## config.mk

```make
export PLATFORM = sky130hd
export DESIGN_NAME = delay_timer_arbiter_flat
export DESIGN_NICKNAME = d
export VERILOG_FILES = /design/src/rtl/delay_timer_arbiter_if.sv /design/src/rtl/delay_timer_arbiter.sv /design/src/flat_wrapper.sv
export SDC_FILE = /design/constraint.sdc
export NUM_CORES = 1
export LEC_CHECK = 0
export CAP_MARGIN = 5
export CORE_ASPECT_RATIO = 0.5
export CORE_MARGIN = 2
export CORE_UTILIZATION = 45
export CTS_CLUSTER_SIZE = 10
export DETAILED_ROUTE_END_ITERATION = 8
export PLACE_DENSITY_LB_ADDON = 0.08
export SYNTH_ARGS = -nofsm -noshare
export SYNTH_HDL_FRONTEND = slang
export SYNTH_SLANG_ARGS = --single-unit
```

## constraint.sdc

```tcl
create_clock -name clk -period 4.7 [get_ports clk]
set_clock_uncertainty 0.2 [all_clocks]
set_input_delay 1.175 -clock clk [delete_from_list [all_inputs] [get_ports clk]]
set_output_delay 1.175 -clock clk [all_outputs]
set_load 0.03 [all_outputs]
```

## src/rtl/delay_timer_arbiter_if.sv

```systemverilog
// Requester and delayer signal bundle for delay_timer_arbiter.
// The slave modport is the arbiter side; the master modport is the client/delayer side.
interface delay_timer_arbiter_if #(
  parameter int unsigned NREQ = 4,
  parameter int unsigned W    = 12
);
  logic [NREQ-1:0]   req;
  logic [NREQ*W-1:0] req_load;
  logic [NREQ-1:0]   done;
  logic              busy;
  logic [2:0]        grant_id;
  logic [W-1:0]      tmr_load;
  logic              tmr_start;
  logic              tmr_done;
  logic              wdt_err;

  modport slave (
    input  req, req_load, tmr_done,
    output done, busy, grant_id, tmr_load, tmr_start, wdt_err
  );

  modport master (
    output req, req_load, tmr_done,
    input  done, busy, grant_id, tmr_load, tmr_start, wdt_err
  );
endinterface

```

## src/rtl/delay_timer_arbiter.sv

```systemverilog
// Round-robin arbiter sharing one countdown delayer among NREQ requesters.
// Optional WAIT watchdog enabled by defining DELAY_TIMER_ARBITER_WDT_EN.
module delay_timer_arbiter #(
  parameter int unsigned NREQ = 4,
  parameter int unsigned W    = 12
`ifdef DELAY_TIMER_ARBITER_WDT_EN
  , parameter int unsigned WDT_SLACK = 4
`endif
) (
  input  logic                 clk,
  input  logic                 rst,
  delay_timer_arbiter_if.slave bus
);

  localparam int unsigned IW = (NREQ > 1) ? $clog2(NREQ) : 1;

  typedef enum logic [1:0] {S_IDLE, S_LOAD, S_WAIT, S_ACK} state_e;

  state_e          state_q, state_d;
  logic [IW-1:0]   rr_ptr_q, rr_ptr_d;
  logic [IW-1:0]   grant_q, grant_d;
  logic [W-1:0]    load_q, load_d;
  logic [NREQ-1:0] done_q, done_d;
  logic            busy_q, busy_d;
  logic            tmr_start_q, tmr_start_d;
  logic [W-1:0]    tmr_load_q, tmr_load_d;

  logic            found_c;
  logic [IW-1:0]   pick_c;
  logic [IW:0]     cand_c;

`ifdef DELAY_TIMER_ARBITER_WDT_EN
  logic [W:0]      wdt_cnt_q, wdt_cnt_d;
  logic            wdt_err_q, wdt_err_d;
  logic [W:0]      wdt_nxt_c;
  logic [W:0]      wdt_limit_c;

  assign wdt_nxt_c   = wdt_cnt_q + (W+1)'(1);
  assign wdt_limit_c = (W+1)'(load_q) + (W+1)'(WDT_SLACK);
`endif

  // First asserted request scanning upward from rr_ptr, wrapping at NREQ
  always_comb begin
    found_c = 1'b0;
    pick_c  = '0;
    cand_c  = '0;
    for (int unsigned k = 0; k < NREQ; k++) begin
      cand_c = {1'b0, rr_ptr_q} + (IW+1)'(k);
      if (cand_c >= (IW+1)'(NREQ)) cand_c = cand_c - (IW+1)'(NREQ);
      if (!found_c && bus.req[cand_c[IW-1:0]]) begin
        found_c = 1'b1;
        pick_c  = cand_c[IW-1:0];
      end
    end
  end

  // Next state; outputs are registered from the state being entered
  always_comb begin
    state_d     = state_q;
    rr_ptr_d    = rr_ptr_q;
    grant_d     = grant_q;
    load_d      = load_q;
    done_d      = '0;
    busy_d      = 1'b0;
    tmr_start_d = 1'b0;
    tmr_load_d  = '0;
`ifdef DELAY_TIMER_ARBITER_WDT_EN
    wdt_cnt_d   = wdt_cnt_q;
    wdt_err_d   = 1'b0;
`endif

    case (state_q)
      S_IDLE: begin
        if (found_c) begin
          grant_d = pick_c;
          load_d  = bus.req_load[32'(pick_c) * W +: W];
          state_d = S_LOAD;
        end
      end
      S_LOAD: begin
        state_d = (load_q != '0) ? S_WAIT : S_ACK;
`ifdef DELAY_TIMER_ARBITER_WDT_EN
        wdt_cnt_d = '0;
`endif
      end
      S_WAIT: begin
`ifdef DELAY_TIMER_ARBITER_WDT_EN
        wdt_cnt_d = wdt_nxt_c;
        // a tmr_done coinciding with the limit is a normal completion
        if (bus.tmr_done) begin
          state_d = S_ACK;
        end else if (wdt_nxt_c >= wdt_limit_c) begin
          state_d   = S_ACK;
          wdt_err_d = 1'b1;
        end
`else
        if (bus.tmr_done) state_d = S_ACK;
`endif
      end
      S_ACK: begin
        rr_ptr_d = (grant_q == IW'(NREQ - 1)) ? '0 : grant_q + IW'(1);
        state_d  = S_IDLE;
      end
      default: state_d = S_IDLE;
    endcase

    busy_d      = (state_d != S_IDLE);
    tmr_start_d = (state_d == S_LOAD) && (load_d != '0);
    tmr_load_d  = tmr_start_d ? load_d : '0;
    done_d      = (state_d == S_ACK) ? (NREQ'(1) << grant_d) : '0;
  end

  always_ff @(posedge clk or negedge rst) begin
    if (!rst) begin
      state_q     <= S_IDLE;
      rr_ptr_q    <= '0;
      grant_q     <= '0;
      load_q      <= '0;
      done_q      <= '0;
      busy_q      <= 1'b0;
      tmr_start_q <= 1'b0;
      tmr_load_q  <= '0;
    end else begin
      state_q     <= state_d;
      rr_ptr_q    <= rr_ptr_d;
      grant_q     <= grant_d;
      load_q      <= load_d;
      done_q      <= done_d;
      busy_q      <= busy_d;
      tmr_start_q <= tmr_start_d;
      tmr_load_q  <= tmr_load_d;
    end
  end

`ifdef DELAY_TIMER_ARBITER_WDT_EN
  always_ff @(posedge clk or negedge rst) begin
    if (!rst) begin
      wdt_cnt_q <= '0;
      wdt_err_q <= 1'b0;
    end else begin
      wdt_cnt_q <= wdt_cnt_d;
      wdt_err_q <= wdt_err_d;
    end
  end

  assign bus.wdt_err = wdt_err_q;
`else
  assign bus.wdt_err = 1'b0;
`endif

  assign bus.done      = done_q;
  assign bus.busy      = busy_q;
  assign bus.grant_id  = 3'(grant_q);
  assign bus.tmr_load  = tmr_load_q;
  assign bus.tmr_start = tmr_start_q;

endmodule

```

## src/flat_wrapper.sv

```systemverilog
// flat-port wrapper written by rule: the top's interface ports become plain ports
module delay_timer_arbiter_flat 
#(
  parameter int unsigned NREQ = 4,
  parameter int unsigned W    = 12

)
  (clk, rst, bus_req, bus_req_load, bus_tmr_done, bus_done, bus_busy, bus_grant_id, bus_tmr_load, bus_tmr_start, bus_wdt_err);
  delay_timer_arbiter_if #(.NREQ(NREQ), .W(W)) bus_i ();
  input  logic clk;
  input  logic rst;
  input wire logic [$bits(bus_i.req)-1:0] bus_req;
  input wire logic [$bits(bus_i.req_load)-1:0] bus_req_load;
  input wire logic [$bits(bus_i.tmr_done)-1:0] bus_tmr_done;
  output wire logic [$bits(bus_i.done)-1:0] bus_done;
  output wire logic [$bits(bus_i.busy)-1:0] bus_busy;
  output wire logic [$bits(bus_i.grant_id)-1:0] bus_grant_id;
  output wire logic [$bits(bus_i.tmr_load)-1:0] bus_tmr_load;
  output wire logic [$bits(bus_i.tmr_start)-1:0] bus_tmr_start;
  output wire logic [$bits(bus_i.wdt_err)-1:0] bus_wdt_err;
  assign bus_i.req = bus_req;
  assign bus_i.req_load = bus_req_load;
  assign bus_i.tmr_done = bus_tmr_done;
  assign bus_done = bus_i.done;
  assign bus_busy = bus_i.busy;
  assign bus_grant_id = bus_i.grant_id;
  assign bus_tmr_load = bus_i.tmr_load;
  assign bus_tmr_start = bus_i.tmr_start;
  assign bus_wdt_err = bus_i.wdt_err;
  delay_timer_arbiter #(.NREQ(NREQ), .W(W)) u_core (.clk(clk), .rst(rst), .bus(bus_i));
endmodule
```

==> reports/metrics.csv, run 1 <==
stage,metric,value,unit
clock_network,cts-resized-gates,0,
sta,max_freq,0.273,GHz
synth,synth_top_area_share,52.1,%
floorplanning,die_w,91.6,um
floorplanning,ioPinCount,77,
worst_setup_path,crit_family,simple AND/OR/NAND/NOR gates,
power_and_ir_drop,leakagePower,1.23,nW
floorplanning,rows,15,
clock_network,clkLatencyLatePin,290,ps
worst_setup_path,reg2reg_slack,1900,ps
floorplanning,initial_core_util,48.7,%
layout,drive_gt1_share,9.55,%
route,wirelength,4.05,mm
floorplanning,fp.dieH,47.8,um
worst_setup_path,critPathCaptureType,flop,
sta,drv_slew,0,
place,io_buffers,74,
clock_network,clock_sinks,36,
synth,synth_area_leaders,"dfrtp_1 (52%), mux2i_1 (14%), a21o_1 (5.2%)",
floorplanning,core,3550,um^2
route,routed_via_density,5.15,
power_and_ir_drop,ir_worst_vdd,0.227,mV
clock_network,postCtsSetupRepairBufs,0,
synth,ys_ff_latch,36,
global_route,grt_pass1_wl,6.44,mm
worst_setup_path,critical_path_class,input port to flop,
floorplanning,fp.dieArea,4380,um^2
worst_setup_path,crit_fanout,12,
place,gp_congestion,0.786,
layout,antenna_cells,0,
hold_path,min_path_type,flop to flop,
global_route,antenna_found_initial,0,
global_route,grt_usage,20.3,%
global_route,grt_start_max_net_pins,37,
sta,worstMarginPinSlew,778,ps
worst_setup_path,arrival,3630,ps
worst_setup_path,cp_slowest_cell,or4_1,
clock_network,cts_hold_buf,0,
worst_setup_path,required,4670,ps
sta,finalWorstSetupSlack,1040,ps
sta,setup-tns-final,0,ps
sta,hold_viol,0,
worst_setup_path,start_kind,input port,
place,pre_cts_slack,726,ps
global_route,overflow,0,
route,drc,0,
status,status,"complete, no violations",
sta,min_period,3660,ps
worst_setup_path,cp.buffers_inverters,1,
layout,nNetsFinal,275,
clock_network,clock_path_buffers,2,
sta,timing.slew.headroom,48.1,%
route,drtPass1Iterations,4,
global_route,grt_pass1_vias,1372,
synth,synth.largest_area_cell,dfrtp_1,
synth,ys.warnings.count,0,
layout,syn_to_final_growth,50.5,%
layout,fillCellCount,254,
power_and_ir_drop,power.density,603,nW/um^2
synth,synth_area,1730,um^2
route,ant_nets,0,
clock_network,cts_max_level,2,
power_and_ir_drop,power,1.57,mW
clock_network,root_buffer,clkbuf_8,
sta,setup_viol,0,
sta,finalCritPeriodShare,77.8,%
clock_network,tritoncts,yes,
synth,avgSynthCellArea,12.2,um^2
synth,synth_cell_types,41,
route,dr_total_vias,1396,
job,max-cap-violations,0,
sta,grt_setup_unrepaired,no,
place,dp.final_hpwl,3.02,mm
worst_setup_path,cp_slowest_stage_delay,590,ps
route,dr.first_iter.drc_count,59,
clock_network,cts_made_buffers,5,
synth,syn_inst,142,
worst_setup_path,cp_cell_sequence,clkdlybuf4s50_1 -> mux2_4 -> o221ai_4 -> mux2i_1 -> o22ai_1 -> or4_1 -> nor4_2 -> a31oi_1,
clock_network,clk_pin_slew_worst_paths,70,ps
synth,seq_area_frac_synth,52.1,%
route,wire_per_inst,14.9,um
[worst register-to-register path, stage by stage, from the launching register on]
cell and delay (ps):
dfrtp_1 460, mux2_4 340, o221ai_4 440, mux2i_1 260, o22ai_1 120, or4_1 590
nor4_2 170, a31oi_1 110
[final timing paths]
path,from,endpoint,depth (start not counted)
hold reg to reg,u_core.load_q[10],u_core.load_q[10],1
min in group asynchronous,rst,u_core.state_q[1],1
hold / removal,u_core.load_q[10],u_core.load_q[10],1
setup / recovery,bus_req[1],u_core.bus.tmr_start,8
setup reg to reg,u_core.rr_ptr_q[1],u_core.bus.tmr_start,7
max in group asynchronous,rst,u_core.bus.tmr_load[10],1
[synth_stat cells (all sizes together)]
cell    instances
mux2            3
nand3           1
nor3            2
dfrtp          36
inv             3
nand2           7
and2            2
o22ai          10
nor4            4
nor2b           1
nand2b          2
ha              1
o221ai          1
or3             3
or4             2
o21ai           2
mux2i          24
a21oi           2
conb            1
a21boi          1
o21a            1
nand4b          1
or2             1
nand3b          1
a311oi          1
a21o           12
a31oi           1
nor2            6
or3b            1
buf             6
xor2            1
clkbuf          1
o31ai           1
[power by group]
| part | internal (mW) | total [mW] | leakage, nW | switching [mW] |
|---|---|---|---|---|
| clock | 0.157 | 0.270 | 0.0541 | 0.113 |
| combinational | 0.355 | 0.777 | 0.713 | 0.421 |
| sequential | 0.444 | 0.521 | 0.461 | 0.0772 |
[layout make-up]
| cell class | instances | area [um^2] | area share, % |
|---|---|---|---|
| sequential | 36 | 901 | 34.6 |
| multi-input combinational | 97 | 762 | 29.3 |
| timing repair buffer | 76 | 751 | 28.9 |
| clock buffer | 5 | 68.8 | 2.65 |
| tap | 51 | 63.8 | 2.45 |
| clock inverter | 3 | 42.5 | 1.64 |
| inverter | 3 | 11.3 | 0.433 |
[kinds of logic after synthesis]
family          count (synthesis)  synth area share [%]
flops                          36                  52.1
buf+inv                        10                  3.98
fa+ha+maj                       1                 0.724
compound gates                 32                  15.0
xor+xnor                        1                 0.507
mux                            27                  16.1
other cells                     1                 0.217
simple gates                   34                  11.4
[layout by cell type (no fill, tap or decap), types with 5 or more instances in the layout]
| cell type | n |
|---|---|
| clkdlybuf4s50_1 | 73 |
| o22ai_1 | 7 |
| nor2_1 | 6 |
| mux2i_1 | 24 |
| a21o_1 | 12 |
| dfrtp_1 | 36 |
| clkbuf_8 | 5 |
| nand2_1 | 7 |
[registers in the layout, indices dropped and copies added (netlist names)]
signal / count
u_core.bus.tmr_load: 12
u_core.load_q: 12
u_core.bus.done: 4
u_core.grant_q: 2
u_core.rr_ptr_q: 2
u_core.state_q: 2
u_core.bus.busy: 1
u_core.bus.tmr_start: 1
[per-stage QoR]
stage | utilization [%] | instance area (um^2) | cells | hold WS (ps)
after floorplan | - | 1730 | 143 | 241
after global placement | 70.2 | 2490 | 263 | 256
after detailed placement | 70.2 | 2490 | 263 | 267
after CTS | 73.3 | 2600 | 271 | 284
after global routing | 73.3 | 2600 | 271 | 308
final | 73.3 | 2600 | 271 | 279
[routing by layer]
metal / share of wire (%) / global-route usage [%] / up-vias
li1: - / - / 674
met5: 0 / 0 / -
met1: 44 / 25.2 / 670
met2: 48 / 34.9 / 47
met4: 1.1 / 8.18 / 0
met3: 6.2 / 6.30 / 5
Power figures use the tool's default switching activity.
==> run 2, diff against run 1 <==
Settings changed: CORE_UTILIZATION 45 to 41.
Clock period 4.7 ns to 3.4 ns, I/O delays scaled along.
==> run 2 against run 1 <==
Effect of this change:
- first-iteration DRC count decreased by 51%
- count of clock-buffer cells in the layout increased by 2
- register-to-register slack got worse by 1200 ps
- non-clock buffer count increased by 9
- critical path depth unchanged
- sequential share of layout area decreased by 0.75 points
- highest routed layer unchanged
==> reports/metrics.csv, run 2 (synthesized netlist as in run 1, its figures left out) <==
stage,metric,value,unit,change
global_route,grt_pass1_vias,1488,,+8.5%
floorplanning,ioPinCount,77,,unchanged
route,wire_per_inst,14.5,um,-3.0%
hold_path,hold_depth,1,,unchanged
layout,syn_to_final_growth,53.8,%,
power_and_ir_drop,p_sw_share,39.3,%,+0.30 points
global_route,grt_busiest_layer,met2,,
global_route,grt_pass1_wl,6.80,mm,+5.6%
floorplanning,core,3960,um^2,+12%
clock_network,root_buffer,clkbuf_8,,
job,max-cap-violations,0,,unchanged
global_route,met1_usage,24.9,%,-0.27 points
power_and_ir_drop,p_clk_share,14.5,%,-2.7 points
global_route,grt_usage,19.7,%,-0.56 points
power_and_ir_drop,power.density,814,nW/um^2,+35%
route,drc,0,,unchanged
layout,mostFrequentLayoutCell,clkdlybuf4s50_1,,
place,io_buffers,74,,unchanged
sta,finalCritPeriodShare,95.2,%,
worst_setup_path,cp_slowest_cell,or4_1,,
sta,whs,277,ps,-2.33 ps
sta,max_freq,0.309,GHz,
place,gp_congestion,0.778,,-1.1%
power_and_ir_drop,leakagePower,1.26,nW,+2.9%
worst_setup_path,reg2reg_depth,7,,unchanged
global_route,grt_start_max_net_pins,37,,unchanged
floorplanning,die_w,95.8,um,+4.6%
sta,worstMarginPinSlew,753,ps,-24.9 ps
layout,final_cell_mix,"clkdlybuf4s50_1 (73), dfrtp_1 (36), mux2i_1 (24)",,
power_and_ir_drop,p_int,1.31,mW,+37%
clock_network,tritoncts,yes,,
worst_setup_path,critical_path_class,input port to flop,,
clock_network,postCtsSetupRepairBufs,0,,unchanged
clock_network,cts_made_buffers,5,,unchanged
floorplanning,fp.dieArea,4780,um^2,+9.1%
status,status,"complete, no violations",,
clock_network,clock_sinks,36,,unchanged
route,drtPass1Iterations,4,,unchanged
floorplanning,rows,16,,+1
global_route,antenna_found_initial,0,,unchanged
sta,drv_slew,0,,unchanged
global_route,overflow,0,,unchanged
power_and_ir_drop,p_switching,0.850,mW,+39%
place,dp.final_hpwl,3.23,mm,+6.7%
power_and_ir_drop,p_comb_share,51.7,%,+2.2 points
floorplanning,initial_core_util,43.6,%,-5.1 points
sta,timing.slew.headroom,49.8,%,+1.7 points
worst_setup_path,cp_cell_sequence,clkdlybuf4s50_1 -> mux2_4 -> o221ai_4 -> mux2i_1 -> o22ai_1 -> or4_1 -> nor4_2 -> a31oi_1,,
route,dr.first_iter.drc_count,29,,-51%
layout,nNetsFinal,284,,+3.3%
sta,grt_setup_unrepaired,no,,
clock_network,cts_max_level,2,,unchanged
sta,setup_viol,0,,unchanged
global_route,grt_util_met3,5.81,%,-0.49 points
worst_setup_path,crit_fanout,10,,-2
clock_network,clk_pin_slew_worst_paths,70,ps,about the same
route,dr_total_vias,1451,,+3.9%
global_route,use_met2,31.8,%,-3.0 points
power_and_ir_drop,ir_worst_vdd,0.346,mV,+52%
power_and_ir_drop,share_seq_of_total_power,33.8,%,+0.6 points
layout,antenna_cells,0,,unchanged
worst_setup_path,arrival,3210,ps,-420 ps
route,routed_via_density,5.13,,-0.47%
worst_setup_path,start_kind,input port,,
clock_network,clkLatencyLatePin,290,ps,about the same
worst_setup_path,required,3370,ps,-1300 ps
clock_network,clock_path_buffers,2,,unchanged
sta,min_period,3240,ps,
sta,finalWorstSetupSlack,163,ps,-881 ps
place,pre_cts_slack,-199,ps,-925 ps
worst_setup_path,cp_slowest_stage_delay,560,ps,-30 ps
layout,drive_gt1_share,12.7,%,+3.1 points
route,ant_nets,0,,unchanged
sta,hold_viol,0,,unchanged
floorplanning,fp.dieH,49.9,um,+4.4%
route,wirelength,4.10,mm,+1.3%
hold_path,min_path_type,flop to flop,,
worst_setup_path,critPathCaptureType,flop,,
## run 2: changes by cell type in the layout (fill, tap and decap cells not counted), sizes merged
cell / previous run / this run
buf: 3 / 12
clkbuf: 5 / 7
bufinv: 1 / 0
clkinv: 1 / 0
## run 2: timing repair
item,CTS,global route
setup endpoints to repair,0,1
hold buffers,0,0
resized for setup,0,1
## run 2: metal layers
metal  up-vias  routed length [um]
met5         -                   0
met4         0                  57
met3         8                 253
met2        49                1980
met1       702                1810
li1        692                   -
## run 2: metrics by stage
step	utilization, %	area, um^2	power [mW]	cells	setup TNS, ps
3_5_place_dp	64.6	2560	1.85	275	-317
3_3_place_gp	64.6	2560	1.83	275	-170
5_1_grt	67.0	2660	2.32	283	0
2_1_floorplan	-	1730	1.44	143	0
4_1_cts	67.0	2650	2.18	283	0
6_report	67.0	2660	2.16	283	0
## run 2: critical path, delay by kind of cell
| kind | cells | cell delay [ps] |
|---|---|---|
| simple gates | 2 | 720 |
| compound gates | 3 | 640 |
| mux | 2 | 560 |
| buf+inv | 1 | 450 |
## run 2: cell type report
cell class,count,area [um^2]
fill,333,1310
sequential,36,901
timing repair buffer,85,822
multi-input combinational,97,762
clock buffer,7,86.3
tap,54,67.6
inverter,3,11.3
clock inverter,1,7.51
## run 2: worst paths after layout
kind	start	to	slack [ps]
max in group asynchronous	rst	u_core.bus.done[3]	2090
min in group asynchronous	rst	u_core.load_q[7]	420
min	u_core.load_q[4]	u_core.load_q[4]	280
max	bus_req[1]	u_core.bus.tmr_start	160
max reg2reg	u_core.rr_ptr_q[1]	u_core.bus.tmr_start	670
min reg2reg	u_core.load_q[4]	u_core.load_q[4]	280
## run 2: power by group through the flow
stage	logic, mW	registers [mW]	clock network, mW
detailed placement	1.12	0.734	0
floorplan	0.551	0.884	0
global placement	1.10	0.732	0
finish	1.12	0.731	0.314
global route	1.22	0.754	0.346
CTS	1.12	0.731	0.322
==> run 3, diff against run 2 <==
Settings changed: CELL_PAD_IN_SITES_DETAIL_PLACEMENT from default to 1, CELL_PAD_IN_SITES_GLOBAL_PLACEMENT from default to 1, CORE_UTILIZATION 41 to 31.
==> run 3 against run 2 <==
Effect of this change:
- worst hold slack got worse by 6.7 ps
- count of clock-buffer cells in the layout fell by 1
- first-iteration DRC count is 93% higher
- combinational power barely moved
- sequential cell count unchanged
- die area rose by 30%
- power increased by 3.7%
- sequential share of layout area down 0.66 points
- final cell count up 7.4%
- critical endpoint unchanged
- largest power group unchanged
==> reports/metrics.csv, run 3 (synthesized netlist as in run 1, its figures left out) <==
stage,metric,value,unit,change
status,status,"complete, no violations",,
layout,final_cell_mix,"clkdlybuf4s50_1 (73), dfrtp_1 (36), mux2i_1 (24)",,
worst_setup_path,critPathCaptureType,flop,,
layout,nNetsFinal,286,,+0.70%
route,dr.first_iter.drc_count,56,,+93%
sta,max_freq,0.309,GHz,about the same
clock_network,root_buffer,clkbuf_8,,
layout,mostFrequentLayoutCell,clkdlybuf4s50_1,,
layout,fin_util,50.0,%,-17 points
worst_setup_path,rr_endpoint,u_core.bus.tmr_start,,
worst_setup_path,reg2reg_slack,670,ps,about the same
worst_setup_path,cp_slowest_cell,or4_1,,
place,dp.final_hpwl,3.71,mm,+15%
global_route,antenna_found_initial,0,,unchanged
sta,worstMarginPinSlew,806,ps,+52.8 ps
route,drc,0,,unchanged
clock_network,tritoncts,yes,,
worst_setup_path,cp_cell_sequence,clkdlybuf4s50_1 -> mux2_4 -> o221ai_4 -> mux2i_1 -> o22ai_1 -> or4_1 -> nor4_2 -> a31oi_1,,
worst_setup_path,r2r_start,u_core.rr_ptr_q[1],,
worst_setup_path,cp_slowest_stage_delay,560,ps,about the same
route,wire_per_inst,15.3,um,+5.3%
worst_setup_path,cp-startpoint,bus_req[1],,
global_route,grt_start_max_net_pins,37,,unchanged
floorplanning,fp.dieH,56.8,um,+14%
worst_setup_path,critical_path_class,input port to flop,,
clock_network,cts_made_buffers,5,,unchanged
clock_network,cts_max_level,2,,unchanged
worst_setup_path,path_depth,8,,unchanged
sta,grt_setup_unrepaired,no,,
floorplanning,die_w,110,um,+14%
power_and_ir_drop,ir_worst_vdd,0.305,mV,-12%
sta,min_period,3240,ps,-0.164 ps
worst_setup_path,reg2reg_depth,7,,unchanged
clock_network,clk_pin_slew_worst_paths,70,ps,about the same
global_route,grt_pass1_vias,1535,,+3.2%
layout,final_cells,304,,+7.4%
worst_setup_path,cp.buffers_inverters,1,,unchanged
route,drtPass1Iterations,4,,unchanged
floorplanning,core,5420,um^2,+37%
clock_network,clock_sinks,36,,unchanged
sta,drv_slew,0,,unchanged
sta,setup_viol,0,,unchanged
place,pre_cts_slack,-204,ps,-4.64 ps
hold_path,min_from,u_core.load_q[10],,
worst_setup_path,start_kind,input port,,
clock_network,clkLatencyLatePin,290,ps,about the same
floorplanning,fp.dieArea,6220,um^2,+30%
job,max-cap-violations,0,,unchanged
route,routed_via_density,4.76,,-7.2%
place,gp_congestion,0.750,,-3.6%
layout,antenna_cells,0,,unchanged
global_route,grt_pass1_wl,7.61,mm,+12%
worst_setup_path,required,3360,ps,about the same
floorplanning,rows,19,,+3
layout,drive_gt1_share,13.4,%,+0.76 points
route,wirelength,4.64,mm,+13%
layout,syn_to_final_growth,56.8,%,
route,ant_nets,0,,unchanged
sta,hold_viol,0,,unchanged
global_route,overflow,0,,unchanged
floorplanning,initial_core_util,31.9,%,-12 points
route,dr_total_vias,1447,,-0.28%
worst_setup_path,critPathCapture,u_core.bus.tmr_start,,
floorplanning,ioPinCount,77,,unchanged
power_and_ir_drop,leakagePower,1.29,nW,+1.7%
sta,setup-tns-final,0,ps,unchanged
place,io_buffers,74,,unchanged
sta,finalWorstSetupSlack,163,ps,+0.164 ps
sta,finalCritPeriodShare,95.2,%,about the same
worst_setup_path,crit_family,simple AND/OR/NAND/NOR gates,,
global_route,grt_usage,16.3,%,-3.4 points
worst_setup_path,crit_fanout,10,,unchanged
clock_network,clock_path_buffers,2,,unchanged
layout,fillCellCount,595,,+79%
sta,timing.slew.headroom,46.3,%,-3.5 points
clock_network,cts_hold_buf,0,,unchanged
place,dp_cells,296,,+7.6%
worst_setup_path,arrival,3200,ps,about the same
hold_path,min_path_type,flop to flop,,
power_and_ir_drop,power.density,828,nW/um^2,+1.7%
run 3: cell count changes in the layout (fill, tap and decap cells not counted), sizes merged:
cell | before | now
bufinv | 0 | 1
clkinvlp | 1 | 0
buf | 12 | 14
clkinv | 0 | 1
clkbuf | 7 | 6
run 3: worst min-delay path by stage:
stage / slack, ps / endpoint / cells past startpoint
after floorplan: 240 / u_core.load_q[10] / 1
after global placement: 250 / u_core.load_q[10] / 1
after detailed placement: 260 / u_core.load_q[10] / 1
after CTS: 270 / u_core.load_q[10] / 1
after global routing: 310 / u_core.load_q[9] / 1
final: 270 / u_core.load_q[10] / 1
run 3: stage by stage:
| step | power [mW] | hold slack, ps | cell area [um^2] |
|---|---|---|---|
| 2_1_floorplan | 1.44 | 241 | 1730 |
| 3_3_place_gp | 1.86 | 255 | 2600 |
| 3_5_place_dp | 1.89 | 256 | 2600 |
| 4_1_cts | 2.27 | 273 | 2710 |
| 5_1_grt | 2.40 | 307 | 2710 |
| 6_report | 2.24 | 270 | 2710 |
run 3: timing repair:
action | 4_1_cts | 5_1_grt
gates resized for setup | 0 | 1
buffers inserted | 0 | 0
setup endpoints to repair | 0 | 1
run 3: where the power goes:
group	switching [mW]	internal, mW
clock network	0.155	0.218
registers	0.112	0.614
logic	0.600	0.544
run 3: routing by layer:
layer	part of all wire, %	track usage [%]	vias to the layer above	wire, um
met5	0	0	-	0
met4	1.2	4.88	0	56
met3	6.0	5.11	7	278
met2	47	25.7	41	2160
met1	46	21.4	705	2140
li1	-	-	694	-
run 3: area by class of cell:
type	count	area, um^2	area share (%)
inverters	3	11.3	0.416
clock inverters	2	35.0	1.29
repair buffers	87	837	30.9
well taps	73	91.3	3.37
flip-flops and latches	36	901	33.2
clock buffers	6	72.6	2.68
multi-input cells	97	762	28.1
==> variant: new RTL, flow settings as in run 2 <==
`NREQ` is set to 4 in 3 places; all go to 2.
--- a/src/rtl/delay_timer_arbiter_if.sv
+++ b/src/rtl/delay_timer_arbiter_if.sv
@@ -2,5 +2,5 @@
 // The slave modport is the arbiter side; the master modport is the client/delayer side.
 interface delay_timer_arbiter_if #(
-  parameter int unsigned NREQ = 4,
+  parameter int unsigned NREQ = 2,
   parameter int unsigned W    = 12
 );
--- a/src/rtl/delay_timer_arbiter.sv
+++ b/src/rtl/delay_timer_arbiter.sv
@@ -2,5 +2,5 @@
 // Optional WAIT watchdog enabled by defining DELAY_TIMER_ARBITER_WDT_EN.
 module delay_timer_arbiter #(
-  parameter int unsigned NREQ = 4,
+  parameter int unsigned NREQ = 2,
   parameter int unsigned W    = 12
 `ifdef DELAY_TIMER_ARBITER_WDT_EN
--- a/src/flat_wrapper.sv
+++ b/src/flat_wrapper.sv
@@ -2,5 +2,5 @@
 module delay_timer_arbiter_flat 
 #(
-  parameter int unsigned NREQ = 4,
+  parameter int unsigned NREQ = 2,
   parameter int unsigned W    = 12
 
Interface: changed (resized bus_done, bus_req and bus_req_load); port bits go from 77 to 49. No check against the original RTL was run, so the function may have changed too.
==> variant against run 2 <==
- worst setup slack gained 820 ps
- sequential cell count shrank 4
- first-iteration DRC count grew 28%
- design area shrank 28%
- via count shrank 31%
- total power shrank 31%
- maximum frequency grew 34%
- largest cell class unchanged
- routed wire length shrank 31%
- synthesized area shrank 20%
- count of clock-buffer cells in the layout is the same
==> variant: results (changes against run 2) <==
- M2 GR Usage: 22.2% (-9.6 points)
- Max IR drop VDD: 0.000403 V (+16%)
- Worst setup path end: u_core.load_q[9]$_DFF_PN0_
- Resized cells post-CTS: 0 (unchanged)
- RR Startpoint: u_core.state_q[1]$_DFF_PN0_
- First-pass GRT wire length: 4740 um (-30%)
- Synth area leaders: dfrtp_1 58%, mux2i_1 8.7%, o21ai_1 4.3%, nand2_1 3.8%, nor2_1 3.8%
- Status: finished clean
- Ys Warns: 0 (unchanged)
- FF-to-FF End: u_core.load_q[6]$_DFF_PN0_
- Crit path DAT: 2370 ps (-840 ps)
- Gate Count Post-Synth: 121 (-15%)
- Detailed Place HPWL: 2140 um (-34%)
- CTS Buffer Depth: 2 (unchanged)
- Slew at the pin with the worst max-slew slack: 510 ps (-243 ps)
- # port buffers: 45 (-39%)
- Hold Path Class: reg2reg
- Total Nets Final: 197 (-31%)
- All-Layer GR Usage: 17.2% (-2.5 points)
- Clock transition at path regs: 60 ps
- Post CTS Setup Buffer Count: 0 (unchanged)
- Pleak: 0.860 nW (-32%)
- DRT iter0 DRCs: 37 (+28%)
- Met1 Use GR: 26.0% (+1.1 points)
- Path depth of the worst reg2reg path: 5 (-2)
- Synth cell types: 29 (-29%)
- Share of cells above drive strength 1: 7.74% (-4.9 points)
- Antenna diodes: 0 (unchanged)
- Root buffer cell: clkbuf_8
- Via/cell ratio: 4.80 (-6.4%)
- Area after DPL: 1820 um2 (-29%)
- Crit path launch: bus_req[0]
- Flop2flop setup slack: 1710 ps (+1040 ps)
- Drt wl/cell: 13.7 um (-5.5%)
- Final Wtd Congestion: 0.762 (-2.0%)
- Max FO, Critical Path: 12 (+2)
- Initial antenna violation count: 0 (unchanged)
- GR Util met3: 5.67% (-0.14 points)
- Sequential share of the synthesized area: 57.8% (+5.6 points)
- Synth async-reset ratio: 100% (unchanged)
- Top cells by count, synth: 32 x dfrtp_1, 14 x nand2_1, 14 x nor2_1
- Pin count of the biggest net entering global routing: 33 (-11%)
- Final Setup Violations: 0 (unchanged)
- Drt total wl: 2850 um (-31%)
- Vias in the first global route: 984 (-34%)
[variant: cell types whose count changed after synthesis, sizes merged, moves of 4 or more]
cell / delta
nand2: +7
o21ai: +10
a21o: -12
dfrtp: -4
nor2: +8
o22ai: -10
mux2i: -12
buf: +4
[variant: report_power, final]
part	leakage (nW)	switching [W]	total, W	internal (W)
Sequential	0.408	0.0000860	0.000614	0.000528
Combinational	0.402	0.000325	0.000579	0.000254
Clock	0.0503	0.000129	0.000309	0.000180
[variant: final cells by class]
type	instances	area (um2)
well taps	40	50.0
repair buffers	48	473
flip-flops and latches	32	801
inverters	1	3.75
clock buffers	7	96.3
fillers	263	1200
multi-input cells	80	495
[variant: cells by family after synthesis]
kind of cell | synth area share, %
AND/OR/NAND/NOR | 16.0
AO/OA/AOI/OAI | 9.66
flip-flops | 57.8
buffers and inverters | 7.04
XOR/XNOR | 0.632
multiplexers | 8.66
other | 0.270
[variant: layer usage]
layer	vias to the layer above	share of wire (%)
met5	-	0
li1	501	-
met1	453	53
met2	42	39
met3	2	6.9
met4	0	0.39
[variant: how the worst min path moves through the flow]
stage | slack, ps | depth (start not counted) | startpoint | endpoint
CTS | 290 | 2 | u_core.load_q[8]$_DFF_PN0_ | u_core.load_q[8]$_DFF_PN0_
global route | 300 | 2 | u_core.load_q[8]$_DFF_PN0_ | u_core.load_q[8]$_DFF_PN0_
finish | 280 | 2 | u_core.load_q[8]$_DFF_PN0_ | u_core.load_q[8]$_DFF_PN0_
detailed placement | 280 | 2 | u_core.load_q[8]$_DFF_PN0_ | u_core.load_q[8]$_DFF_PN0_
floorplan | 260 | 2 | u_core.load_q[2]$_DFF_PN0_ | u_core.load_q[2]$_DFF_PN0_
global placement | 270 | 2 | u_core.load_q[8]$_DFF_PN0_ | u_core.load_q[8]$_DFF_PN0_
[variant: through the flow]
stage | total power (W) | hold slack (ps) | setup slack (ps) | utilization (%)
2_1_floorplan | 0.00101 | 256 | 1410 | -
3_3_place_gp | 0.00119 | 273 | 693 | 58.5
3_5_place_dp | 0.00120 | 278 | 681 | 58.5
4_1_cts | 0.00151 | 291 | 964 | 61.6
5_1_grt | 0.00160 | 305 | 858 | 61.6
6_report | 0.00150 | 285 | 985 | 61.6
[variant: critical path, cell delays in order]
cell and delay, ps:
clkdlybuf4s50_1 530, nor2b_4 160, nand2b_1 170, buf_4 270, mux2i_1 290, o21ai_1 80
